===== config.mk =====
export PLATFORM = sky130hd
export DESIGN_NAME = weighted_rr_arbiter
export DESIGN_NICKNAME = d
export VERILOG_FILES = /design/src/rtl/weighted_rr_pkg.sv /design/src/rtl/rr_prio_pick.sv /design/src/rtl/weighted_rr_arbiter.sv
export SDC_FILE = /design/constraint.sdc
export NUM_CORES = 1
export LEC_CHECK = 0
export CAP_MARGIN = 25
export CORE_UTILIZATION = 51
export DETAILED_ROUTE_END_ITERATION = 8
export GPL_TIMING_DRIVEN = 1
export PLACE_DENSITY = 0.84
export SLEW_MARGIN = 40
export SYNTH_ARGS = -nofsm -noshare
export SYNTH_HDL_FRONTEND = slang
export SYNTH_HIERARCHICAL = 1
export SYNTH_SLANG_ARGS = --single-unit

===== constraint.sdc =====
create_clock -name clk -period 4.17 [get_ports clk]
set_input_delay 0.417 -clock clk [delete_from_list [all_inputs] [get_ports clk]]
set_output_delay 0.417 -clock clk [all_outputs]
set_load 0.02 [all_outputs]

===== src/rtl/weighted_rr_pkg.sv =====
// weighted_rr_pkg: shared defaults and port-index type for the weighted round-robin arbiter
package weighted_rr_pkg;
  localparam int NUM_PORTS_DEF = 4;
  localparam int WEIGHT_W_DEF = 4;
  localparam int PORT_IDX_W = $clog2(NUM_PORTS_DEF);
  typedef logic [PORT_IDX_W-1:0] port_idx_t;
endpackage


===== src/rtl/rr_prio_pick.sv =====
// rr_prio_pick: combinational rotating-priority pick, searching upward from start_i with wrap
module rr_prio_pick #(
  parameter int NUM_PORTS = 4,
  localparam int IDX_W = $clog2(NUM_PORTS)
) (
  input  logic [NUM_PORTS-1:0] req_i,
  input  logic [IDX_W-1:0]     start_i,
  output logic [NUM_PORTS-1:0] gnt_o,
  output logic [IDX_W-1:0]     idx_o,
  output logic                 valid_o
);
  logic [IDX_W-1:0] pos [NUM_PORTS];
  for (genvar i = 0; i < NUM_PORTS; i++) begin : g_pos
    assign pos[i] = IDX_W'((int'(start_i) + i) % NUM_PORTS);
  end
  // Walk from the farthest candidate back to start_i so the nearest requester wins.
  always_comb begin
    idx_o = '0;
    valid_o = 1'b0;
    for (int i = NUM_PORTS - 1; i >= 0; i--)
      if (req_i[pos[i]]) begin
        idx_o = pos[i];
        valid_o = 1'b1;
      end
    gnt_o = valid_o ? (NUM_PORTS'(1) << idx_o) : '0;
  end
endmodule


===== src/rtl/weighted_rr_arbiter.sv =====
// weighted_rr_arbiter: round-robin arbiter with per-port burst weights and owner lock,
// registered one-hot grant.
module weighted_rr_arbiter
  import weighted_rr_pkg::*;
#(
  parameter int NUM_PORTS = NUM_PORTS_DEF,
  parameter int WEIGHT_W = WEIGHT_W_DEF,
  localparam int IDX_W = $clog2(NUM_PORTS)
) (
  input  logic                          clk,
  input  logic                          reset,
  input  logic [NUM_PORTS-1:0]          req_i,
  input  logic [NUM_PORTS*WEIGHT_W-1:0] weight_i,
  input  logic                          lock_i,
  output logic [NUM_PORTS-1:0]          gnt_o,
  output logic [IDX_W-1:0]              gnt_id_o,
  output logic                          gnt_valid_o
);
  logic [IDX_W-1:0] owner_q, owner_d, start, pick_idx;
  logic [WEIGHT_W-1:0] cnt_q, cnt_d, wgt_q, wgt_d, pick_w;
  logic [NUM_PORTS-1:0] gnt_q, gnt_d, pick_gnt;
  logic valid_q, valid_d, pick_valid, hold;
  // The owner is searched last, so a lone exhausted owner is simply re-granted as a new burst.
  assign start = (owner_q == IDX_W'(NUM_PORTS - 1)) ? '0 : owner_q + 1'b1;
  assign hold = valid_q && req_i[owner_q] && (lock_i || cnt_q < wgt_q);
  rr_prio_pick #(.NUM_PORTS(NUM_PORTS)) u_pick (
    .req_i   (req_i),
    .start_i (start),
    .gnt_o   (pick_gnt),
    .idx_o   (pick_idx),
    .valid_o (pick_valid)
  );
  always_comb begin
    pick_w = weight_i[int'(pick_idx) * WEIGHT_W +: WEIGHT_W];
    owner_d = (!hold && pick_valid) ? pick_idx : owner_q;
    valid_d = hold || pick_valid;
    gnt_d = hold ? gnt_q : pick_gnt;
    cnt_d = hold ? ((&cnt_q) ? cnt_q : cnt_q + 1'b1) : (pick_valid ? WEIGHT_W'(1) : '0);
    wgt_d = hold ? wgt_q : (pick_valid ? ((pick_w == '0) ? WEIGHT_W'(1) : pick_w) : '0);
  end
  always_ff @(posedge clk) begin
    if (!reset) begin
      owner_q <= IDX_W'(NUM_PORTS - 1);
      cnt_q <= '0;
      wgt_q <= '0;
      gnt_q <= '0;
      valid_q <= 1'b0;
    end else begin
      owner_q <= owner_d;
      cnt_q <= cnt_d;
      wgt_q <= wgt_d;
      gnt_q <= gnt_d;
      valid_q <= valid_d;
    end
  end
  assign gnt_o = gnt_q;
  assign gnt_valid_o = valid_q;
  assign gnt_id_o = valid_q ? owner_q : '0;
endmodule


==> Word level (Yosys, flattened, before mapping) <==
Cells that the tools add are included.
{ "word_totals": {"ff_bits": 15, "in_bits": 23, "out_inout_bits": 7, "wordCells": 54} }
{ "op_classes": {"addsub": 5, "order_cmp": 6, "eq_ne": 2, "shifts": 2, "n_mux": 26, "n_reduce_logical": 8} }
{ "ops": {"columns": ["cell", "count"], "rows": [
  ["2-to-1 mux 4 bit", 5],
  ["variable part select 16 x 5 -> 4 bit", 1],
  ["less-than comparator 2 x 3 -> 1 bit, second input constant", 5],
  ["2-to-1 mux 2 bit", 6],
  ["binary-select mux 1 bit (select 2 bit)", 5],
  ["2-to-1 mux 1 bit", 10],
  ["adder 2 x 1 -> 2 bit, second input constant", 2],
  ["adder 2 bit, second input constant", 2],
  ["adder 4 x 1 -> 4 bit, second input constant", 1],
  ["zero test 4 bit", 1],
  ["less-than comparator 4 bit", 1],
  ["AND reduction 4 bit", 1],
  ["left shift 1 x 2 -> 4 bit, first input constant", 1],
  ["logical AND 1 bit", 3],
  ["== test 2 bit, second input constant", 1],
  ["logical OR 1 bit", 2],
  ["!= test 2 bit, second input constant", 1],
  ["zero test 1 bit", 1]
]} }

==> Logic depth before layout (Yosys ltp) <==
Gate-level depths: netlist (run 1).
{ "logic_depth": {"word_depth": 13, "ltp_mapped": 10, "ltp_nobuf": 9} }

==> Cells and area by module <==
Netlist (run 1), hierarchy kept.
{ "by_module_without_submodules": {"columns": ["mod", "n_inst", "cells_each", "area_per_inst_um2", "seq_area_each_um2"], "rows": [
  ["weighted_rr_arbiter", 1, 85, 908.4, 300.3],
  ["rr_prio_pick", 1, 29, 182.7, 0.0]
]} }

==> Least setup slack after synthesis (run 1) <==
Ideal clock, no wire load.
{ "synth_path": {"path_type": "register to register", "startpoint": "reg owner_q[0]", "endpoint": "reg wgt_q[0]", "setup_time_ns": 0.079, "arrival_time_ns": 2.437, "required_time_ns": 4.091, "setup_slack_ns": 1.654, "path_stages_with_launch": 11, "n_path_buf": 1, "period_less_slack_ns": 2.516, "path_cell_list": "dfxtp_1 -> ha_1 -> nor2_1 -> nor2_1 -> o21bai_1 -> a221oi_2 -> buf_1 -> mux4_2 -> nor3_1 -> nor3_1 -> a211oi_2"} }
{ "synth_via": {"elab_chain_len": 13, "word_cells_on_any_way": 30, "classes_between": "4 x add/sub; 1 x eq/ne; 1 x shift; 21 x mux; 3 x reduce/logical"} }
{ "synth_rtl": {"columns": ["item", "line", "source"], "rows": [
  ["start, declared", "weighted_rr_arbiter.sv:19", "logic [IDX_W-1:0] owner_q, owner_d, start, pick_idx;"],
  ["start signal, assigned", "weighted_rr_arbiter.sv:43", "owner_q <= IDX_W'(NUM_PORTS - 1);"],
  ["start signal, assigned", "weighted_rr_arbiter.sv:49", "owner_q <= owner_d;"],
  ["adder 2 x 1 -> 2 bit or == test 2 bit (tied branches)", "weighted_rr_arbiter.sv:24", "assign start = (owner_q == IDX_W'(NUM_PORTS - 1)) ? '0 : owner_q + 1'b1;"],
  ["2-to-1 mux 2 bit (*)", "weighted_rr_arbiter.sv:24", null],
  ["via start[0]", "weighted_rr_arbiter.sv:19", null],
  ["adder 2 bit", "rr_prio_pick.sv:14", "assign pos[i] = IDX_W'((int'(start_i) + i) % NUM_PORTS);"],
  ["binary-select mux 1 bit (select 2 bit)", "rr_prio_pick.sv:21", "if (req_i[pos[i]]) begin"],
  ["2-to-1 mux 1 bit (not written as such)", "rr_prio_pick.sv:21", null],
  ["2-to-1 mux 2 bit (3 in a row)", "rr_prio_pick.sv:21", null],
  ["2-to-1 mux 2 bit (*)", "rr_prio_pick.sv:21", null],
  ["via pick_idx[0]", "weighted_rr_arbiter.sv:19", null],
  ["variable part select 16 x 5 -> 4 bit (*)", "weighted_rr_arbiter.sv:34", "pick_w = weight_i[int'(pick_idx) * WEIGHT_W +: WEIGHT_W];"],
  ["zero test 4 bit", "weighted_rr_arbiter.sv:39", "wgt_d = hold ? wgt_q : (pick_valid ? ((pick_w == '0) ? WEIGHT_W'(1) : pick_w) : '0);"],
  ["2-to-1 mux 4 bit (*) (2 in a row)", "weighted_rr_arbiter.sv:39", null],
  ["end signal, assigned", "weighted_rr_arbiter.sv:51", "wgt_q <= wgt_d;"],
  ["end, declared", "weighted_rr_arbiter.sv:20", "logic [WEIGHT_W-1:0] cnt_q, cnt_d, wgt_q, wgt_d, pick_w;"]
]} }
The timed path passes the listed nets; every way through them passes the cells marked *. The select of a mux whose other input is x is not followed.
A chain may end at the register's enable or synchronous reset.

==> Worst setup path in the final report (run 1) <==
Ends and elaborated chain as after synthesis.

==> results of run 1 <==
[cell usage after synthesis, types with 3 or more instances]
cell                        n  area (um^2)
sky130_fd_sc_hd__a21boi_1   3         22.5
sky130_fd_sc_hd__a21oi_1    3         15.0
sky130_fd_sc_hd__buf_6      3         33.8
sky130_fd_sc_hd__dfxtp_1   15          300
sky130_fd_sc_hd__ha_1       5         62.6
sky130_fd_sc_hd__inv_1      6         22.5
sky130_fd_sc_hd__mux2i_1    6         60.1
sky130_fd_sc_hd__mux4_2     5          113
sky130_fd_sc_hd__nand2_1    7         26.3
sky130_fd_sc_hd__nand3b_1   3         22.5
sky130_fd_sc_hd__nor2_1    11         41.3
sky130_fd_sc_hd__nor2b_1    7         43.8
sky130_fd_sc_hd__nor3_1     4         20.0
sky130_fd_sc_hd__o21a_1     3         22.5
[kinds of logic after synthesis]
logic type / synth area share (%)
buffers and inverters: 6.88
adder cells (fa/ha/maj): 5.73
XOR/XNOR: 0.803
AND/OR/NAND/NOR: 20.6
flip-flops: 27.5
multiplexers: 15.8
AO/OA/AOI/OAI: 22.6
[layer usage]
metal  vias to the layer above  GRT usage (%)  wire length, um
li1                        468              -                -
met4                         0           10.0               19
met2                        12           39.5             1210
met3                         2           5.19               42
met1                       440           26.1             1030
met5                         -              0                0
[stage by stage]
step                      utilization (%)  hold slack (ns)
after floorplan                         -            0.431
after global placement               68.9            0.441
after detailed placement             68.9            0.447
after CTS                            70.3            0.457
after global routing                 70.3            0.478
final                                70.3            0.457
[flip-flops by register name, summed over array words and instances, names as in the netlist]
signal,cells
owner_q,2
gnt_o,4
wgt_q,4
gnt_valid_o,1
cnt_q,4
[worst reg2reg max path: stages, from the launching register on]
cell	delay [ns]
sky130_fd_sc_hd__dfxtp_1	0.36
sky130_fd_sc_hd__ha_1	0.21
sky130_fd_sc_hd__nor2_1	0.31
sky130_fd_sc_hd__nor2_1	0.14
sky130_fd_sc_hd__o21bai_1	0.19
sky130_fd_sc_hd__a221oi_2	0.54
sky130_fd_sc_hd__mux4_2	0.59
sky130_fd_sc_hd__nor3_1	0.19
sky130_fd_sc_hd__nor3_1	0.08
sky130_fd_sc_hd__a211oi_2	0.14
[layout make-up]
class / instances / area, um^2 / area share (%)
repair buffers: 29 / 290 / 20.8
well taps: 27 / 33.8 / 2.43
inverters: 7 / 26.3 / 1.89
multi-input cells: 86 / 716 / 51.4
flip-flops and latches: 15 / 300 / 21.6
clock buffers: 4 / 26.3 / 1.89
[power by group through the flow]
stage               registers [mW]  clock network (mW)  logic (mW)
finish                       0.192              0.0842       0.319
global route                 0.197              0.0946       0.346
CTS                          0.193              0.0876       0.319
detailed placement           0.196                   0       0.317
global placement             0.195                   0       0.305
floorplan                    0.199                   0       0.241
[worst paths after layout]
kind	startpoint	endpoint	cells past startpoint
setup / recovery	owner_q[0]	wgt_q[0]	9
hold / removal	wgt_q[3]	wgt_q[3]	2
setup reg to reg	owner_q[0]	wgt_q[0]	9
hold reg to reg	wgt_q[3]	wgt_q[3]	2
==> out/results.md, run 1 <==
| Quantity | Value |
| --- | --- |
| Filler instances | 151 |
| Maximum clock insertion buffer count | 2 |
| Buffer type at the clock tree root | sky130_fd_sc_hd__clkbuf_4 |
| Nets | 170 |
| Part of the power in registers | 32.3% |
| Stage delay of the slowest cell on the critical path | 0.59 ns |
| Top FF cell, synth | sky130_fd_sc_hd__dfxtp_1 |
| Share of the yosys chip area belonging to registers | 27.5% |
| Shortest clock period the worst path allows after layout | 2.83 ns |
| Total via count after detailed routing | 922 |
| Share of final-layout standard cells stronger than drive strength 1 | 12.8% |
| Post-synthesis async set-or-reset flop share | 0% |
| Power dissipated by switching net loads | 0.223 mW |
| Status | finished clean |
| Data arrival time of the critical path | 3.05 ns |
| Count of instances resized after the clock tree is built | 0 |
| Classification of the worst setup path | register to register |
| GRT overflow | 0 |
| Skew-Pair Late Insertion Delay | 0.29 ns |
| Initial Util | 55.1% |
| Total power of the final layout | 0.596 mW |
| Fin Setup TNS | 0 ns |
| CTS sink cnt | 15 |
| Final critical-path share of the clock period | 67.9% |
| Leak | 0.526 nW |
| Number of violations of the max-capacitance limit | 0 |
| Postcts setup bufs | 0 |
| Share of total power in the clock network | 14.1% |
| Capturing element type of the critical path | register |
| Via-to-Cell Ratio | 5.49 |
| Class of the worst hold path | register to register |
| Global-route wire length before repair | 3560 um |
| RSZ-0062 raised after global routing | no |
| Peak supply drop | 0.241 mV |
| Worst Setup Slack post-DPL | 1.28 ns |
| Buffers added on ports | 29 |
| Cell area after synthesis | 0.00109 mm^2 |
| Cell count after placement | 164 |
| Final GP Congestion | 0.845 |
| Area of the core | 0.00198 mm^2 |
| Diodes inserted | 0 |
| Half-perimeter wire length of the detailed placement result | 1860 um |
| Antenna violation net count after detailed routing | 0 |
| Setup WS post-layout | 1.34 ns |
| Number of buffers and inverters on the critical path | 0 |
| Net count after synthesis | 142 |
| Combinational fraction of design power | 53.6% |
| PD cells | 428 mW/mm^2 |
| Pint | 0.373 mW |
| 1st-iter DRT viols | 11 |
| Slack of the worst reg-to-reg path | 1.34 ns |
| Final cell area excluding filler cells | 0.00139 mm^2 |
| Critical Path RT | 4.38 ns |
| Inserted Clock Buffers | 3 |
| CTS tree | done |
| Overall die height | 48.3 um |
| Vias in the first global route | 827 |
| Total routed wirelength | 2310 um |
| Mean post-synth cell area | 9.57 um^2 |
| Routed length per instance | 13.7 um |
| Most frequent cells in the layout | 29 x sky130_fd_sc_hd__clkdlybuf4s50_1, 15 x sky130_fd_sc_hd__dfxtp_1, 11 x sky130_fd_sc_hd__nor2_1 |
| Number of antenna violations at the first check in global routing | 0 |
| Floorplan die area | 0.00233 mm^2 |
| Slew Limit Fails | 0 |
| Switching Share | 37.4% |
| Cts hold-fix bufs | 0 |
| Number of instances in the synthesized netlist | 114 |
| GR Util All Layers | 22.6% |
| Fin. Hold Viols | 0 |
| Peak clock frequency supported by timing | 353 MHz |
| Max FO, Critical Path | 7 |
| Deepest level of the CTS H-tree | 1 |
| Number of synthesized register bits | 15 |
| Kind of cell adding the most delay to the critical path | compound AO/OA/AOI/OAI gates |
| Most common cell after layout, fill and taps aside | sky130_fd_sc_hd__clkdlybuf4s50_1 |
| Top Ports | 30 |
| Worst Skew | 0.00277 ns |
| Setup violators final | 0 |
| Crit path cell chain | ha_1 -> nor2_1 -> nor2_1 -> o21bai_1 -> a221oi_2 -> mux4_2 -> nor3_1 -> nor3_1 -> a211oi_2 |
| Yosys warns | 6 |
| Floorplan row count | 16 |
| Count of unique library cells instantiated by Yosys | 41 |
| Area grow syn2layout | 27.6% |
| Die width | 48.3 um |
| Final cell count without fillers | 168 |
| Drc violations | 0 |
| CTS clock-pin slew for the worst setup and hold paths | 0.09 ns |
| Relative max-transition margin | 61.0% |
| Pin count of the biggest net entering global routing | 21 |
| Number of synthesized flops with an enable pin | 0 |
| Measured slew at the worst slew-check pin | 0.585 ns |
| Cell with the largest stage delay on the worst path | sky130_fd_sc_hd__mux4_2 |
| Total cell area at the placement stage | 0.00137 mm^2 |
| Total iterations of the first detailed-routing run | 4 |
| Startpoint type of the worst setup path | register |
Power figures use the tool's default switching activity.
==> inputs of run 2 (changes only) <==
CORE_UTILIZATION = 43   (was 51)
PLACE_DENSITY = 0.76   (was 0.84)
clock period = 2.3 ns   (was 4.17 ns; I/O delays follow)
==> run 2 against run 1 <==
  * The run now ends with negative setup slack left
  * Clock skew is 0.0030 ns higher
  * Highest routed layer unchanged
  * Sequential share of layout area fell by 2.6 points
  * Final cell count up 12%
  * Via count increased by 12%
  * Utilization fell by 0.88 points
  * Worst setup slack got worse by 1.4 ns
  * Final area increased by 14%
  * Maximum frequency rose by 22%
  * Largest power group unchanged
  * Global-route usage down 0.61 points
  * Hold slack got worse by 0.0014 ns
  * Critical endpoint unchanged
  * First-iteration DRC count up 45%
  * Non-clock buffer count increased by 19
==> out/results.md, run 2 (same netlist as run 1, synthesis figures left out) <==
| Quantity | Value | Delta |
| --- | --- | --- |
| Slew Limit Fails | 0 | unchanged |
| Critical register-to-register path endpoint | wgt_q[0] |  |
| Status | finished with violations |  |
| CTS sink cnt | 15 | unchanged |
| Register area | 303 um^2 | +0.83% |
| Crit path cell chain | ha_4 -> nor2_4 -> nor2_4 -> o21bai_4 -> a221oi_2 -> buf_4 -> mux4_2 -> nor3_2 -> nor3_2 -> a211oi_2 |  |
| Startpoint type of the worst setup path | register |  |
| Number of antenna violations at the first check in global routing | 0 | unchanged |
| Capturing element type of the critical path | register |  |
| Drc violations | 0 | unchanged |
| Buffers added on ports | 29 | unchanged |
| Cell count after placement | 174 | +6.1% |
| Measured slew at the worst slew-check pin | 0.472 ns | -0.113 ns |
| Maximum clock insertion buffer count | 2 | unchanged |
| Total iterations of the first detailed-routing run | 4 | unchanged |
| Number of violations of the max-capacitance limit | 0 | unchanged |
| Area grow syn2layout | 46.1% |  |
| Deepest level of the CTS H-tree | 1 | unchanged |
| Peak supply drop | 0.509 mV | +110% |
| Top Ports | 30 | unchanged |
| Peak clock frequency supported by timing | 432 MHz | +22% |
| Relative max-transition margin | 68.4% | +7.4 points |
| Worst Skew | 0.00573 ns | +0.00297 ns |
| Cell with the largest stage delay on the worst path | sky130_fd_sc_hd__mux4_2 |  |
| CTS tree | done |  |
| Total routed wirelength | 2730 um | +18% |
| Die width | 52.4 um | +8.5% |
| CTS clock-pin slew for the worst setup and hold paths | 0.09 ns | about the same |
| Violated checks | negative setup slack |  |
| Stage delay of the slowest cell on the critical path | 0.54 ns | -0.05 ns |
| Cts hold-fix bufs | 0 | unchanged |
| Setup WS post-layout | -0.0142 ns | -1.35 ns |
| Number of buffers and inverters on the critical path | 1 | +1 |
| Hold Path Origin | wgt_q[3] |  |
| Buffer type at the clock tree root | sky130_fd_sc_hd__clkbuf_4 |  |
| Final cell count without fillers | 188 | +12% |
| Max FO, Critical Path | 5 | -2 |
| Antenna violation net count after detailed routing | 0 | unchanged |
| Floorplan die area | 0.00274 mm^2 | +18% |
| Routed length per instance | 14.5 um | +5.5% |
| Inserted Clock Buffers | 3 | unchanged |
| Area of the core | 0.00230 mm^2 | +16% |
| Final GP Congestion | 0.773 | -8.5% |
| Shortest clock period the worst path allows after layout | 2.31 ns | -0.518 ns |
| Reg2Reg Depth | 10 | +1 |
| Class of the worst hold path | register to register |  |
| Fin. Hold Viols | 0 | unchanged |
| Final critical-path share of the clock period | 101% | +33 points |
| Half-perimeter wire length of the detailed placement result | 1980 um | +6.4% |
| Total via count after detailed routing | 1032 | +12% |
| Global-route wire length before repair | 4350 um | +22% |
| GR Util All Layers | 22.0% | -0.61 points |
| Share of final-layout standard cells stronger than drive strength 1 | 29.4% | +17 points |
| Pin count of the biggest net entering global routing | 21 | unchanged |
| 1st-iter DRT viols | 16 | +5 |
| GRT overflow | 0 | unchanged |
| Critical Path RT | 2.51 ns | -1.87 ns |
| Initial Util | 47.5% | -7.6 points |
| Leak | 0.628 nW | +19% |
| Cell depth of the worst min-delay path | 2 | unchanged |
| RSZ-0062 raised after global routing | yes |  |
| Filler instances | 178 | +18% |
| Overall die height | 52.4 um | +8.5% |
| Setup violators final | 2 | +2 |
| Final core utilization | 69.4% | -0.88 points |
| Hold Path End | wgt_q[3] |  |
| Slack of the worst reg-to-reg path | -0.01 ns | -1.35 ns |
| Kind of cell adding the most delay to the critical path | multiplexers |  |
| Floorplan row count | 17 | +1 |
| Vias in the first global route | 1023 | +24% |
| Nets | 189 | +11% |
| Diodes inserted | 0 | unchanged |
| Data arrival time of the critical path | 2.53 ns | -0.52 ns |
| Skew-Pair Late Insertion Delay | 0.29 ns | about the same |
| PD cells | 863 mW/mm^2 | +100% |
| Via-to-Cell Ratio | 5.49 | about the same |
| Most common cell after layout, fill and taps aside | sky130_fd_sc_hd__clkdlybuf4s50_1 |  |
| Most frequent cells in the layout | 29 x sky130_fd_sc_hd__clkdlybuf4s50_1, 18 x sky130_fd_sc_hd__buf_4, 13 x sky130_fd_sc_hd__dfxtp_1 |  |
| Reg-to-reg startpoint | owner_q[0] |  |
| Classification of the worst setup path | register to register |  |
| Multi-input combinational cell area | 766 um^2 | +7.0% |
-- run 2: how the worst max path moves through the flow --
stage                     startpoint       end  slack (ns)  cells past startpoint
after floorplan           owner_q[0]  wgt_q[0]       0.009                     10
after global placement    owner_q[0]  wgt_q[0]        0.01                     10
after detailed placement  owner_q[0]  wgt_q[0]       -0.03                     10
after CTS                 owner_q[1]  wgt_q[0]       -0.04                     10
after global routing      owner_q[1]  wgt_q[0]       -0.11                     10
final                     owner_q[0]  wgt_q[0]       -0.01                     10
-- run 2: final cells by class --
cell class                 instances  area share (%)
sequential                        15            19.0
tap                               28            2.20
inverter                           7            1.65
clock inverter                     1           0.314
timing repair buffer              48            27.4
multi-input combinational         86            48.0
clock buffer                       3            1.41
-- run 2: where the power goes --
part | total, mW | internal (mW) | switching, mW
registers | 0.349 | 0.311 | 0.0375
clock network | 0.156 | 0.0646 | 0.0911
logic | 0.871 | 0.508 | 0.363
-- run 2: stage by stage --
| step | setup slack (ns) | instance area [um^2] | hold WS (ns) | setup TNS, ns | power [mW] |
|---|---|---|---|---|---|
| CTS | -0.0384 | 1570 | 0.460 | -0.0384 | 1.32 |
| global route | -0.115 | 1590 | 0.507 | -0.196 | 1.46 |
| floorplan | 0.00915 | 1100 | 0.380 | 0 | 0.808 |
| global placement | 0.0148 | 1440 | 0.443 | 0 | 0.960 |
| finish | -0.0142 | 1590 | 0.455 | -0.0263 | 1.38 |
| detailed placement | -0.0311 | 1440 | 0.447 | -0.0311 | 0.978 |
-- run 2: what timing repair did --
action                     4_1_cts  5_1_grt
gates resized for setup          8        4
pin swaps                        7        5
buffers inserted                10        0
setup endpoints to repair        1        2
-- run 2: worst reg2reg max path: stages, from the launching register on --
cell and delay, ns:
sky130_fd_sc_hd__dfxtp_2 0.35, sky130_fd_sc_hd__ha_4 0.16, sky130_fd_sc_hd__nor2_4 0.15, sky130_fd_sc_hd__nor2_4 0.05, sky130_fd_sc_hd__o21bai_4 0.16, sky130_fd_sc_hd__a221oi_2 0.21
sky130_fd_sc_hd__buf_4 0.19, sky130_fd_sc_hd__mux4_2 0.54, sky130_fd_sc_hd__nor3_2 0.22, sky130_fd_sc_hd__nor3_2 0.06, sky130_fd_sc_hd__a211oi_2 0.14
-- run 2: routing by layer --
layer	wire [um]	track usage, %	up-vias
met1	1160	22.7	505
li1	-	-	505
met5	0	0	-
met3	72	4.06	2
met2	1470	42.4	20
met4	20	8.77	0
